$ cat src/rtl/fifo_arb_pkg.sv
// Shared types for the fifo write-port arbiter.
package fifo_arb_pkg;

  typedef enum logic [0:0] {
    IDLE = 1'b0,
    OWN  = 1'b1
  } arb_state_e;

endpackage

$ cat src/rtl/fifo_arbiter_rr_pick.sv
// Combinational round-robin selector: first set request strictly after ptr,
// wrapping; the request at ptr itself is considered last.
module rr_pick #(
  parameter int N = 4
) (
  input  logic [N-1:0]         req,
  input  logic [$clog2(N)-1:0] ptr,
  output logic [N-1:0]         gnt,
  output logic [$clog2(N)-1:0] idx,
  output logic                 any
);

  localparam int IW = $clog2(N);

  logic [IW-1:0] cand_s;

  // Scan ptr+1 .. ptr+N; N is a power of two so the truncating add wraps.
  always_comb begin
    gnt    = '0;
    idx    = '0;
    any    = 1'b0;
    cand_s = '0;
    for (int k = 1; k <= N; k++) begin
      cand_s = ptr + IW'(k);
      if (req[cand_s] && !any) begin
        any         = 1'b1;
        idx         = cand_s;
        gnt[cand_s] = 1'b1;
      end else begin
        any = any;
      end
    end
  end

endmodule

$ cat src/rtl/fifo_arbiter.sv
// Round-robin arbiter sharing one fifo write port among NUM_REQ requesters,
// with bursts of up to MAX_BURST beats per grant.
module fifo_arbiter
  import fifo_arb_pkg::*;
#(
  parameter int NUM_REQ   = 4,
  parameter int WIDTH     = 8,
  parameter int MAX_BURST = 4
) (
  input  logic                       clk,
  input  logic                       rst,
  input  logic [NUM_REQ-1:0]         req_valid,
  input  logic [NUM_REQ*WIDTH-1:0]   req_data,
  input  logic [NUM_REQ-1:0]         req_last,
  output logic [NUM_REQ-1:0]         req_ready,
  output logic                       fifo_wr_en,
  output logic [WIDTH-1:0]           fifo_din,
  input  logic                       fifo_full,
  output logic [$clog2(NUM_REQ)-1:0] grant_id,
  output logic                       busy
);

  localparam int IW = $clog2(NUM_REQ);
  localparam int CW = $clog2(MAX_BURST + 1);

  arb_state_e         state_r, state_s;
  logic [IW-1:0]      owner_r, owner_s;
  logic [NUM_REQ-1:0] owner_oh_r, owner_oh_s;
  logic [CW-1:0]      beat_cnt_r, beat_cnt_s;
  logic [IW-1:0]      rr_ptr_r, rr_ptr_s;

  logic [NUM_REQ-1:0] pick_gnt_s;
  logic [IW-1:0]      pick_idx_s;
  logic               pick_any_s;
  logic               owner_valid_s;
  logic               owner_last_s;
  logic               beat_s;

  rr_pick #(.N(NUM_REQ)) u_rr_pick (
    .req (req_valid),
    .ptr (rr_ptr_r),
    .gnt (pick_gnt_s),
    .idx (pick_idx_s),
    .any (pick_any_s)
  );

  assign owner_valid_s = req_valid[owner_r];
  assign owner_last_s  = req_last[owner_r];

  // State and arbitration registers.
  always_ff @(posedge clk or posedge rst) begin
    if (rst) begin
      state_r    <= IDLE;
      owner_r    <= '0;
      owner_oh_r <= '0;
      beat_cnt_r <= '0;
      rr_ptr_r   <= IW'(NUM_REQ - 1);
    end else begin
      state_r    <= state_s;
      owner_r    <= owner_s;
      owner_oh_r <= owner_oh_s;
      beat_cnt_r <= beat_cnt_s;
      rr_ptr_r   <= rr_ptr_r == rr_ptr_s ? rr_ptr_r : rr_ptr_s;
    end
  end

  // Next-state: grant in IDLE, count beats and release in OWN.
  always_comb begin
    state_s    = state_r;
    owner_s    = owner_r;
    owner_oh_s = owner_oh_r;
    beat_cnt_s = beat_cnt_r;
    rr_ptr_s   = rr_ptr_r;
    beat_s     = 1'b0;
    case (state_r)
      IDLE: begin
        if (pick_any_s) begin
          state_s    = OWN;
          owner_s    = pick_idx_s;
          owner_oh_s = pick_gnt_s;
          beat_cnt_s = '0;
        end else begin
          state_s = IDLE;
        end
      end
      OWN: begin
        beat_s = owner_valid_s && !fifo_full;
        if (beat_s) begin
          beat_cnt_s = beat_cnt_r + CW'(1);
          if (owner_last_s || (beat_cnt_s == CW'(MAX_BURST))) begin
            state_s  = IDLE;
            rr_ptr_s = owner_r;
          end else begin
            state_s = OWN;
          end
        end else if (!owner_valid_s) begin
          // A dropped valid releases the grant even while the fifo is full.
          state_s  = IDLE;
          rr_ptr_s = owner_r;
        end else begin
          state_s = OWN;
        end
      end
      default: begin
        state_s = IDLE;
      end
    endcase
  end

  assign req_ready  = ((state_r == OWN) && !fifo_full && !rst) ? owner_oh_r : '0;
  assign fifo_wr_en = beat_s && !rst;
  assign fifo_din   = req_data[owner_r*WIDTH +: WIDTH];
  assign grant_id   = owner_r;
  assign busy       = (state_r == OWN);

endmodule

$ cat config.mk
export PLATFORM = sky130hd
export DESIGN_NAME = fifo_arbiter
export DESIGN_NICKNAME = d
export VERILOG_FILES = /design/src/rtl/fifo_arb_pkg.sv /design/src/rtl/fifo_arbiter_rr_pick.sv /design/src/rtl/fifo_arbiter.sv
export SDC_FILE = /design/constraint.sdc
export NUM_CORES = 1
export LEC_CHECK = 0
export CAP_MARGIN = 20
export CELL_PAD_IN_SITES_DETAIL_PLACEMENT = 1
export CELL_PAD_IN_SITES_GLOBAL_PLACEMENT = 2
export CORE_MARGIN = 5
export CORE_UTILIZATION = 25
export CTS_BUF_LIST = sky130_fd_sc_hd__clkbuf_4 sky130_fd_sc_hd__clkbuf_8 sky130_fd_sc_hd__clkbuf_16
export DETAILED_ROUTE_END_ITERATION = 10
export GPL_TIMING_DRIVEN = 0
export HOLD_SLACK_MARGIN = 0.02
export PLACE_DENSITY = 0.88
export SLEW_MARGIN = 20
export SYNTH_ARGS = -nofsm -noshare
export SYNTH_HDL_FRONTEND = slang
export SYNTH_HIERARCHICAL = 1
export SYNTH_SLANG_ARGS = --single-unit
$ cat constraint.sdc
create_clock -name clk -period 3.1 [get_ports clk]
set_input_delay 0.93 -clock clk [delete_from_list [all_inputs] [get_ports clk]]
set_output_delay 0.93 -clock clk [all_outputs]
set_load 0.1 [all_outputs]
* Word-level counts from Yosys, hierarchy flattened
Index checks and enable logic that the tools add are counted.
** Storage, ports and cells
- Register bits :: 12
- Output and inout port bits :: 16
- Logic and storage cells :: 92
** Cells by class
- $add $sub $neg :: 4
- $lt $le $gt $ge :: 9
- Eq/ne operators :: 4
- Shift operators :: 1
- Mux-type cells :: 46
- Bitwise logic cells :: 4
- Reduce and logical (&&, ||, !) cells :: 19
** Operators with widths (number)
- $shiftx 32x6->8 :: 1
- $mux 4 :: 5
- $mux 1 :: 19
- $mux 2 :: 8
- $lt 2x3->1 const B :: 5
- $bmux 1 s2 :: 6
- $or 4x4->4 :: 3
- $logic_and 1x1->1 :: 11
- $demux 1 s2 :: 4
- $ge 2x1->1 const B :: 4
- $mux 3 :: 2
- $pmux 3 s2 :: 1
- $logic_not 1->1 :: 5
- $add 2x2->2 const B :: 2
- $reduce_and 2->1 :: 2
- $add 3x1->3 const B :: 1
- $eq 3x3->1 const B :: 1
- $add 2x1->2 const B :: 1
- $eq 2x2->1 :: 1
- $ne 2x1->1 const B :: 1
- $ne 2x2->1 const B :: 1
- $pmux 1 s2 :: 1
- $logic_or 1x1->1 :: 1
- $not 1->1 :: 1

* Depth between registers and ports, before layout
- Word-level depth :: 15
- Mapped depth :: 10
- Depth with buffers taken out :: 7

* By module
The synthesis kept the hierarchy.
** Modules (own cells, without submodules)
- fifo_arbiter :: times used 1, cells an instance 64, area an instance 842.1 µm², sequential area each 302.8 µm²
- rr_pick :: times used 1, cells an instance 86, area an instance 629.4 µm², sequential area each 0.0 µm²

* Least setup slack after synthesis
No wires, ideal clock.
- Kind :: register to output
- From :: reg state_r, in the netlist busy
- To :: out fifo_wr_en
- Data arrival time :: 2.202 ns
- Required time :: 2.170 ns
- Path slack :: -0.032 ns
- Stages on the path, launching flop included :: 3
- Path through :: dfrtp_1 > nor3b_1 > and2_1
** Between the ends
- Longest elaborated chain between the ends :: 2
** Ends and longest elaborated chain
- from (decl) :: RTL line fifo_arbiter.sv:26 : arb_state_e state_r, state_s;
- from (signal assigned) :: RTL line fifo_arbiter.sv:59 : state_r <= state_s;
- $mux 1 :: RTL line fifo_arbiter.sv:75 : case (state_r)
- $logic_and 1x1->1 :: RTL line fifo_arbiter.sv:111 : assign fifo_wr_en = beat_s && !rst;
- to (decl) :: RTL line fifo_arbiter.sv:16 : output logic fifo_wr_en,
Every way passes these cells.

* Final worst setup path
- From :: in req_data[26]
- To :: out fifo_din[2]
** Between the ends
- Longest elaborated chain between the ends :: 1
** Ends and longest elaborated chain
- from (decl) :: RTL line fifo_arbiter.sv:13 : input logic [NUM_REQ*WIDTH-1:0] req_data,
- $shiftx 32x6->8 :: RTL line fifo_arbiter.sv:112 : assign fifo_din = req_data[owner_r*WIDTH +: WIDTH];
- to (decl) :: RTL line fifo_arbiter.sv:17 : output logic [WIDTH-1:0] fifo_din,
Every way passes these cells.

==> results.json <==
{
  "internal_power_uw": 989,
  "min_path_type": "reg2reg",
  "fp-row-count": 28,
  "numPortBuffers": 58,
  "sw_frac_of_total": 0.581,
  "first_iter_violations": 20,
  "cts_tree": "built",
  "cp.required_ns": 2.17,
  "final-setup-viol-count": 0,
  "synth_top_area_frac": 0.170,
  "power.density_nw_per_um2": 1050,
  "cap_violations": 0,
  "cp.arrival_ns": 2.13,
  "netlist_area_um2": 1470,
  "track_usage": 0.124,
  "slew_viol_final": 0,
  "dp_hpwl_um": 3710,
  "yosys-top-cells-count": "inv_1 (11), mux4_2 (11), dfrtp_1 (10), ha_1 (10), nand2_1 (8)",
  "antenna_left": 0,
  "clk_latency_ns": 0.24,
  "placed_cells": 283,
  "ys_ff_latch": 12,
  "clk_pin_slew_ns": 0.05,
  "period_minus_slack_ns": 3.06,
  "initial_core_util": 0.253,
  "clock_sinks": 12,
  "hold_viol_final": 0,
  "fillCellCount": 699,
  "cts_root_buffer": "clkbuf_8",
  "drt_wl_total_um": 4490,
  "yosysWarnings": 6,
  "holdBufCountCts": 0,
  "routed_via_density": 5.15,
  "ys_top_cells_by_area": "dfrtp_1 (17%), mux4_2 (17%), ha_1 (8.5%)",
  "status": "finished, final reports clean",
  "grt_pass1_wl_um": 7650,
  "fin_crit_sh": 0.987,
  "synth-edff-count": 0,
  "grt_overflow": 0,
  "dieArea_um2": 7520,
  "grt_max_degree": 13,
  "first_pass_iters": 4,
  "route.detailed.wl_per_inst_um": 15.6,
  "pwr-share-clk": 0.072,
  "place_area_um2": 2150,
  "place_worst_setup_slack_ns": -1.11,
  "final_nets": 267,
  "finClkSkew_ns": 0.00191,
  "synth_cell_types": 40,
  "ioPinCount": 59,
  "via_count": 1484,
  "total_power_mw": 2.36,
  "maxSlewHeadroom": 0.341,
  "chipWidth_um": 86.7,
  "peakVddDrop_mv": 0.559,
  "yosys.area.top_type": "dfrtp_1",
  "setup_tns_ns": 0,
  "fmax_mhz": 327,
  "clk_path_buf_depth": 2,
  "place_congestion": 0.833,
  "setup_ws_ns": 0.0404,
  "cts_inserted_buffers": 3,
  "endpoint_kind": "output pin",
  "layout-drive-gt1-share": 0.254,
  "grt_pass1_vias": 1652,
  "synthFlopType": "dfrtp_1",
  "diodes": 0,
  "p_leak_nw": 0.917,
  "cp_max_fo": 1,
  "drc": 0,
  "fin_area_um2": 2240,
  "p_switching_mw": 1.37,
  "core_region_area_um2": 5820,
  "synth_cells": 150,
  "final_util": 0.385,
  "combPwrFrac": 0.782,
  "tightestPinTransition_ns": 0.986,
  "p_seq_frac": 0.145,
  "synth-async-reset-ratio": 1.00,
  "reg2reg_slack_ns": 0.18,
  "crit_type": "in2out",
  "htreeDepth": 1,
  "seq_area_frac_synth": 0.206,
  "syn_to_final_growth_pct": 52.3,
  "synth_area_per_cell_um2": 9.81,
  "rsz0062_at_grt": "false",
  "start_kind": "primary input",
  "hold_ws_ns": 0.498,
  "stdcell_count": 288,
  "synth_nets": 203,
  "die_h_um": 86.7,
  "antenna_found_initial": 0
}
per-layer routing:
metal  global-route usage  routed length [µm]  up-vias
met4               0.0212                  29        0
met1                0.146                1880      715
li1                     -                   -      709
met2                0.220                2160       56
met3               0.0437                 422        4
met5                    0                   0        -
power groups by stage:
stage / combinational (mW) / clock (mW) / sequential (mW)
after global routing: 1.99 / 0.183 / 0.359
after CTS: 1.84 / 0.177 / 0.346
after global placement: 1.85 / 0 / 0.338
after floorplan: 1.30 / 0 / 0.451
final: 1.84 / 0.171 / 0.343
after detailed placement: 1.86 / 0 / 0.348
area by class of cell:
cell class,count,area (µm²),area share
buffer,11,67.6,0.0302
clock buffer,4,55.1,0.0246
tap,75,93.8,0.0419
sequential,12,305,0.136
inverter,12,45.0,0.0201
multi-input combinational,115,1090,0.487
timing repair buffer,59,583,0.260
critical path, cell delays in order:
cell and delay (ns):
clkdlybuf4s50_1 0.41, mux4_2 0.48, buf_2 0.31
cells by family (layout without fill, tap and decap cells):
family | Yosys count | after routing | share of synthesized area
DFF | 12 | 12 | 0.206
muxes | 25 | 25 | 0.271
xor gates and xnor gates | 1 | 1 | 0.00595
AOI/OAI and AO/OA | 33 | 33 | 0.179
adders and majority gates | 10 | 10 | 0.0850
and+or+nand+nor | 46 | 46 | 0.181
buffers and inverters | 23 | 86 | 0.0723
timing repair:
action	CTS	global route
setup endpoints to repair	17	9
pin swaps	0	1
setup buffers	1	0
gates resized for setup	85	10
path summary, 6_finish.rpt:
path | start | to | cells past startpoint
worst max-delay path | req_data[26] | fifo_din[2] | 3
worst min-delay path | owner_oh_r[0] | owner_oh_r[0] | 1
worst max register to register | rr_ptr_r[0] | owner_oh_r[1] | 10
worst min register to register | owner_oh_r[0] | owner_oh_r[0] | 1
max in group asynchronous | rst | grant_id[0] | 2
min in group asynchronous | rst | busy | 2
cells in the final DEF, fill, tap and decap left out, types with 3 or more instances in the layout:
| cell | n |
|---|---|
| o21ai_0 | 4 |
| mux2_2 | 7 |
| mux4_2 | 11 |
| inv_1 | 11 |
| dfrtp_1 | 8 |
| buf_2 | 11 |
| a21oi_1 | 5 |
| nor3b_1 | 3 |
| o31ai_1 | 4 |
| and2_1 | 4 |
| clkbuf_8 | 4 |
| nand4_1 | 6 |
| a31oi_1 | 4 |
| clkdlybuf4s50_1 | 40 |
| clkbuf_1 | 4 |
| a211oi_1 | 3 |
| nand2_1 | 8 |
| dlymetal6s2s_1 | 3 |
| a2111o_1 | 4 |
| nand3b_1 | 5 |
| buf_8 | 4 |
| ha_1 | 10 |
| mux2i_1 | 5 |
| nor2_1 | 6 |
| or3_1 | 4 |
sequential cells by signal (all words and copies together), names as in the netlist:
| name | flops |
|---|---|
| grant_id | 2 |
| rr_ptr_r | 2 |
| busy | 1 |
| beat_cnt_r | 3 |
| owner_oh_r | 4 |
Note: power is estimated with default switching activity, not from simulation.
